===== src/rtl/pwm_pkg.sv =====
// Shared constants and helpers for the 16-channel PWM output stage.
package pwm_pkg;

  localparam int NUM_CH          = 16;
  localparam int DUTY_W          = 8;
  localparam int DEFAULT_CLK_DIV = 13;

  typedef enum logic [1:0] {
    CH_OFF  = 2'd0,
    CH_HIGH = 2'd1,
    CH_PWM  = 2'd2
  } ch_mode_e;

  // Prescaler width; a divide-by-1 still needs a 1-bit register to exist.
  function automatic int presc_w(input int div);
    return (div <= 2) ? 1 : $clog2(div);
  endfunction

  function automatic ch_mode_e ch_mode(input logic en_out, input logic en_pwm);
    if (!en_out)     return CH_OFF;
    else if (!en_pwm) return CH_HIGH;
    else             return CH_PWM;
  endfunction

endpackage


===== src/rtl/pwm_timebase.sv =====
// Prescaler plus 8-bit PWM counter; flags the last clk of each period (wrap)
// and strobes period_start on the first clk of the next one.
module pwm_timebase
  import pwm_pkg::*;
#(
  parameter int CLK_DIV = DEFAULT_CLK_DIV
) (
  input  logic       clk,
  input  logic       rst_n,
  output logic [7:0] count,
  output logic       wrap,
  output logic       period_start
);

  localparam int            PW        = presc_w(CLK_DIV);
  localparam logic [PW-1:0] PRESC_MAX = PW'(CLK_DIV - 1);

  logic [PW-1:0] presc_q, presc_d;
  logic [7:0]    cnt_q, cnt_d;
  logic          ps_q, ps_d;
  logic          tick;

  always_comb begin
    tick    = (presc_q == PRESC_MAX);
    wrap    = tick && (cnt_q == 8'hFF);
    presc_d = tick ? '0 : presc_q + 1'b1;
    cnt_d   = tick ? cnt_q + 8'd1 : cnt_q;
    ps_d    = wrap;
  end

  always_ff @(posedge clk or negedge rst_n) begin
    if (!rst_n) begin
      presc_q <= '0;
      cnt_q   <= '0;
      ps_q    <= 1'b0;
    end else begin
      presc_q <= presc_d;
      cnt_q   <= cnt_d;
      ps_q    <= ps_d;
    end
  end

  assign count        = cnt_q;
  assign period_start = ps_q;

endmodule


===== src/rtl/pwm_peripheral.sv =====
// Sixteen-channel PWM output stage: per channel off / static high / shared PWM,
// with the duty value shadowed so it only changes on a period boundary.
module pwm_peripheral
  import pwm_pkg::*;
#(
  parameter int CLK_DIV = DEFAULT_CLK_DIV
) (
  input  logic        clk,
  input  logic        rst_n,
  input  logic [7:0]  en_reg_out_7_0,
  input  logic [7:0]  en_reg_out_15_8,
  input  logic [7:0]  en_reg_pwm_7_0,
  input  logic [7:0]  en_reg_pwm_15_8,
  input  logic [7:0]  pwm_duty_cycle,
  output logic [15:0] out,
  output logic        period_start
);

  logic [NUM_CH-1:0] en_out, en_pwm;
  logic [NUM_CH-1:0] out_q, out_d;
  logic [DUTY_W-1:0] duty_q, duty_d;
  logic [7:0]        count;
  logic              wrap;
  logic              pwm_level;

  assign en_out = {en_reg_out_15_8, en_reg_out_7_0};
  assign en_pwm = {en_reg_pwm_15_8, en_reg_pwm_7_0};

  pwm_timebase #(.CLK_DIV(CLK_DIV)) u_timebase (
    .clk          (clk),
    .rst_n        (rst_n),
    .count        (count),
    .wrap         (wrap),
    .period_start (period_start)
  );

  // Full-scale duty is forced high so the count-255 slot does not drop out.
  always_comb begin
    duty_d    = wrap ? pwm_duty_cycle : duty_q;
    pwm_level = (duty_q == {DUTY_W{1'b1}}) || (count < duty_q);
  end

  always_comb begin
    out_d = '0;
    for (int i = 0; i < NUM_CH; i++) begin
      case (ch_mode(en_out[i], en_pwm[i]))
        CH_HIGH: out_d[i] = 1'b1;
        CH_PWM:  out_d[i] = pwm_level;
        default: out_d[i] = 1'b0;
      endcase
    end
  end

  always_ff @(posedge clk or negedge rst_n) begin
    if (!rst_n) begin
      duty_q <= '0;
      out_q  <= '0;
    end else begin
      duty_q <= duty_d;
      out_q  <= out_d;
    end
  end

  assign out = out_q;

endmodule


===== config.mk =====
export PLATFORM = sky130hd
export DESIGN_NAME = pwm_peripheral
export DESIGN_NICKNAME = d
export VERILOG_FILES = /design/src/rtl/pwm_pkg.sv /design/src/rtl/pwm_timebase.sv /design/src/rtl/pwm_peripheral.sv
export SDC_FILE = /design/constraint.sdc
export NUM_CORES = 1
export LEC_CHECK = 0
export ABC_AREA = 1
export BUFFER_PORTS_ARGS = -buffer_cell sky130_fd_sc_hd__clkbuf_2
export CORE_ASPECT_RATIO = 0.5
export CORE_MARGIN = 3
export CORE_UTILIZATION = 45
export DETAILED_ROUTE_END_ITERATION = 8
export PLACE_DENSITY = 0.75
export SLEW_MARGIN = 0
export SYNTH_ARGS = -nofsm -noshare
export SYNTH_HDL_FRONTEND = slang
export SYNTH_SLANG_ARGS = --single-unit
export TNS_END_PERCENT = 50

===== constraint.sdc =====
create_clock -name clk -period 1.7 [get_ports clk]
set_input_delay 0.255 -clock clk [delete_from_list [all_inputs] [get_ports clk]]
set_output_delay 0.255 -clock clk [all_outputs]
set_load 0.01 [all_outputs]

==> results.py <==
metrics = {
    "outcome": {
        "outcome": "finished, final reports clean",
    },
    "worst_setup_path": {
        "worstPathArrival_ns": 1.91,
        "critPathCaptureType": "register",
        "cp-startpoint": "u_timebase.presc_q[0]",
        "max_stage_delay_ns": 0.39,
        "worstPathCellList": "inv_2, ha_4, nand3_4, nor2_4, nand3_4, nor3b_4, clkbuf_16, nand2_1, o21ai_1",
        "critPathKind": "register to register",
        "required_ns": 1.91,
        "cp_max_fo": 8,
        "cp_common_cell": "nand3_4",
        "critPathSlowestCell": "dfrtp_1",
        "r2r_cells": 9,
        "startpoint_type": "register",
        "r2r_start": "u_timebase.presc_q[0]",
    },
    "final_layout": {
        "drive_above_1_share": 0.283,
        "nNetsFinal": 355,
        "fin_util": 0.664,
        "area_delta_synth_final_pct": 31.4,
        "insertedDiodeCount": 0,
        "fin_area_mm2": 0.00246,
        "final_cells": 355,
    },
    "clocking": {
        "cts_buffers": 5,
        "cts-root-buf": "clkbuf_8",
        "htreeDepth": 2,
        "cts_buffer_depth": 2,
        "cts.sinks": 37,
        "clk_latency_ns": 0.28,
        "path_clk_slew_ns": 0.07,
        "ctsHoldBuffers": 0,
        "cts_tree": "done",
    },
    "detailed_routing": {
        "drt_iter0_drc": 49,
        "finalWirelength_mm": 3.79,
        "viasPerCell": 4.41,
        "drt-pass1-iter-count": 3,
        "postRouteAntennaNets": 0,
        "vias": 1564,
        "avgRoutedWirePerCell_um": 10.7,
        "drc": 0,
    },
    "timing": {
        "slew_violations": 0,
        "final-setup-viol-count": 0,
        "fin_ws_ns": 0.000579,
        "finClkSkew_ns": 0.00830,
        "timing.hold.ws_ns": 0.0106,
        "hold_viol": 0,
        "fmax_mhz": 588,
        "fin_crit_ns": 1.70,
        "min_period_over_period": 1.00,
        "worst-slew-pin-transition_ns": 0.463,
        "slew_headroom": 0.691,
        "fin_tns_setup_ns": 0,
    },
    "global_routing": {
        "antenna_found_initial": 0,
        "grtUsageTotal": 0.159,
        "grt_max_degree": 38,
        "grt-ovfl-total": 0,
        "grt_pass1_wl_mm": 6.27,
        "grt_pass1_vias": 1513,
    },
    "place": {
        "dp_hpwl_mm": 2.84,
        "gp_congestion": 0.783,
        "portBuffers": 58,
        "post-place-ws_ns": 0.0435,
        "placedCellCount": 341,
        "dpl-instance-area_mm2": 0.00226,
    },
    "floorplan": {
        "ios": 59,
        "core_area_mm2": 0.00370,
        "dieArea_mm2": 0.00501,
        "die_x_um": 97.2,
        "initial_utilization": 0.506,
        "die_h_um": 51.6,
        "rows": 15,
    },
    "logic_synthesis": {
        "synth_area_leaders": "dfrtp_1, nand2_1, inv_1",
        "avgSynthCellArea_um2": 8.16,
        "syn_nets": 281,
        "synth_top_area_frac": 0.495,
        "ys_seq_area_frac": 0.495,
        "synthesis.area_mm2": 0.00187,
        "ys_types": 19,
        "synthCells": 229,
        "synth.ff_latch_count": 37,
        "yosysWarnings": 0,
        "synth_top_cell_by_area": "dfrtp_1",
    },
    "pwr": {
        "powerDensity_mw_per_mm2": 755,
        "irDropWorstVdd_uv": 436,
        "p_leak_nw": 1.56,
        "finalPower_mw": 1.85,
    },
    "min_path": {
        "hp-class": "input port to async pin",
    },
    "run": {
        "maxCapViolations": 0,
    },
}
==> where the power goes <==
part           switching (mW)  internal [mW]
Sequential            0.00700          0.909
Combinational          0.0937         0.0770
Clock                   0.290          0.478
==> logic make-up (layout without fill, tap and decap cells) <==
group,after synthesis,in the layout,synth area share
flops,37,37,0.495
simple gates,108,108,0.252
xor+xnor,9,9,0.0422
buf+inv,55,130,0.115
fa+ha+maj,10,10,0.0669
compound gates,10,10,0.0288
==> final cells by class <==
cell class | count | area (um2)
clock buffer | 7 | 86.3
clock inverter | 1 | 30.0
fill | 299 | 1240
inverter | 53 | 199
multi-input combinational | 137 | 744
sequential | 37 | 926
tap | 51 | 63.8
timing repair buffer | 69 | 407
==> cell usage in the layout (no fill, tap or decap), drive strengths merged <==
cell type	instances
a21oi	2
buf	10
bufinv	1
clkbuf	66
dfrtp	37
ha	10
inv	53
nand2	90
nand3	6
nor2	7
nor3	2
nor3b	1
nor4	2
o21ai	8
xnor2	2
xor2	7
==> synth_stat cells <==
library cell,n
ha_1,10
nor3b_4,1
nand2_1,89
nor3_1,2
inv_1,53
nor2_4,1
buf_2,1
nor4_1,2
nand2_2,1
o21ai_2,1
buf_6,1
nand3_1,4
o21ai_0,7
nor2_1,6
xor2_1,7
dfrtp_1,37
a21oi_1,2
xnor2_1,2
nand3_4,2
==> sequential cells by signal, indices dropped and copies added (netlist names) <==
signal / count
u_timebase.presc_q: 4
u_timebase.count: 8
u_timebase.period_start: 1
out: 16
duty_q: 8
==> worst paths after layout <==
path	to	slack [ns]
max in group asynchronous	u_timebase.count[6]	1.36
worst min register to register	u_timebase.count[4]	0.52
worst max-delay path	duty_q[1]	0.0006
worst min-delay path	duty_q[7]	0.01
min in group clk	duty_q[7]	0.18
worst max register to register	duty_q[1]	0.0006
==> critical path, delay by kind of cell, from the launching register on <==
family	cells	cell delay [ns]
flops	1	0.39
buf+inv	2	0.29
simple gates	5	0.73
compound gates	1	0.07
fa+ha+maj	1	0.13
==> per-layer routing <==
metal	wire, um	global-route usage
met5	0	0
met4	78	0.0699
met2	1910	0.290
met1	1610	0.171
met3	193	0.0562
==> timing repair <==
| item | CTS | global route |
|---|---|---|
| endpoints found under the hold margin | 0 | 0 |
| setup endpoints to repair | 0 | 20 |
| resized for setup | 0 | 8 |
| buffers inserted | 0 | 5 |
Note: power is estimated with default switching activity, not from simulation.
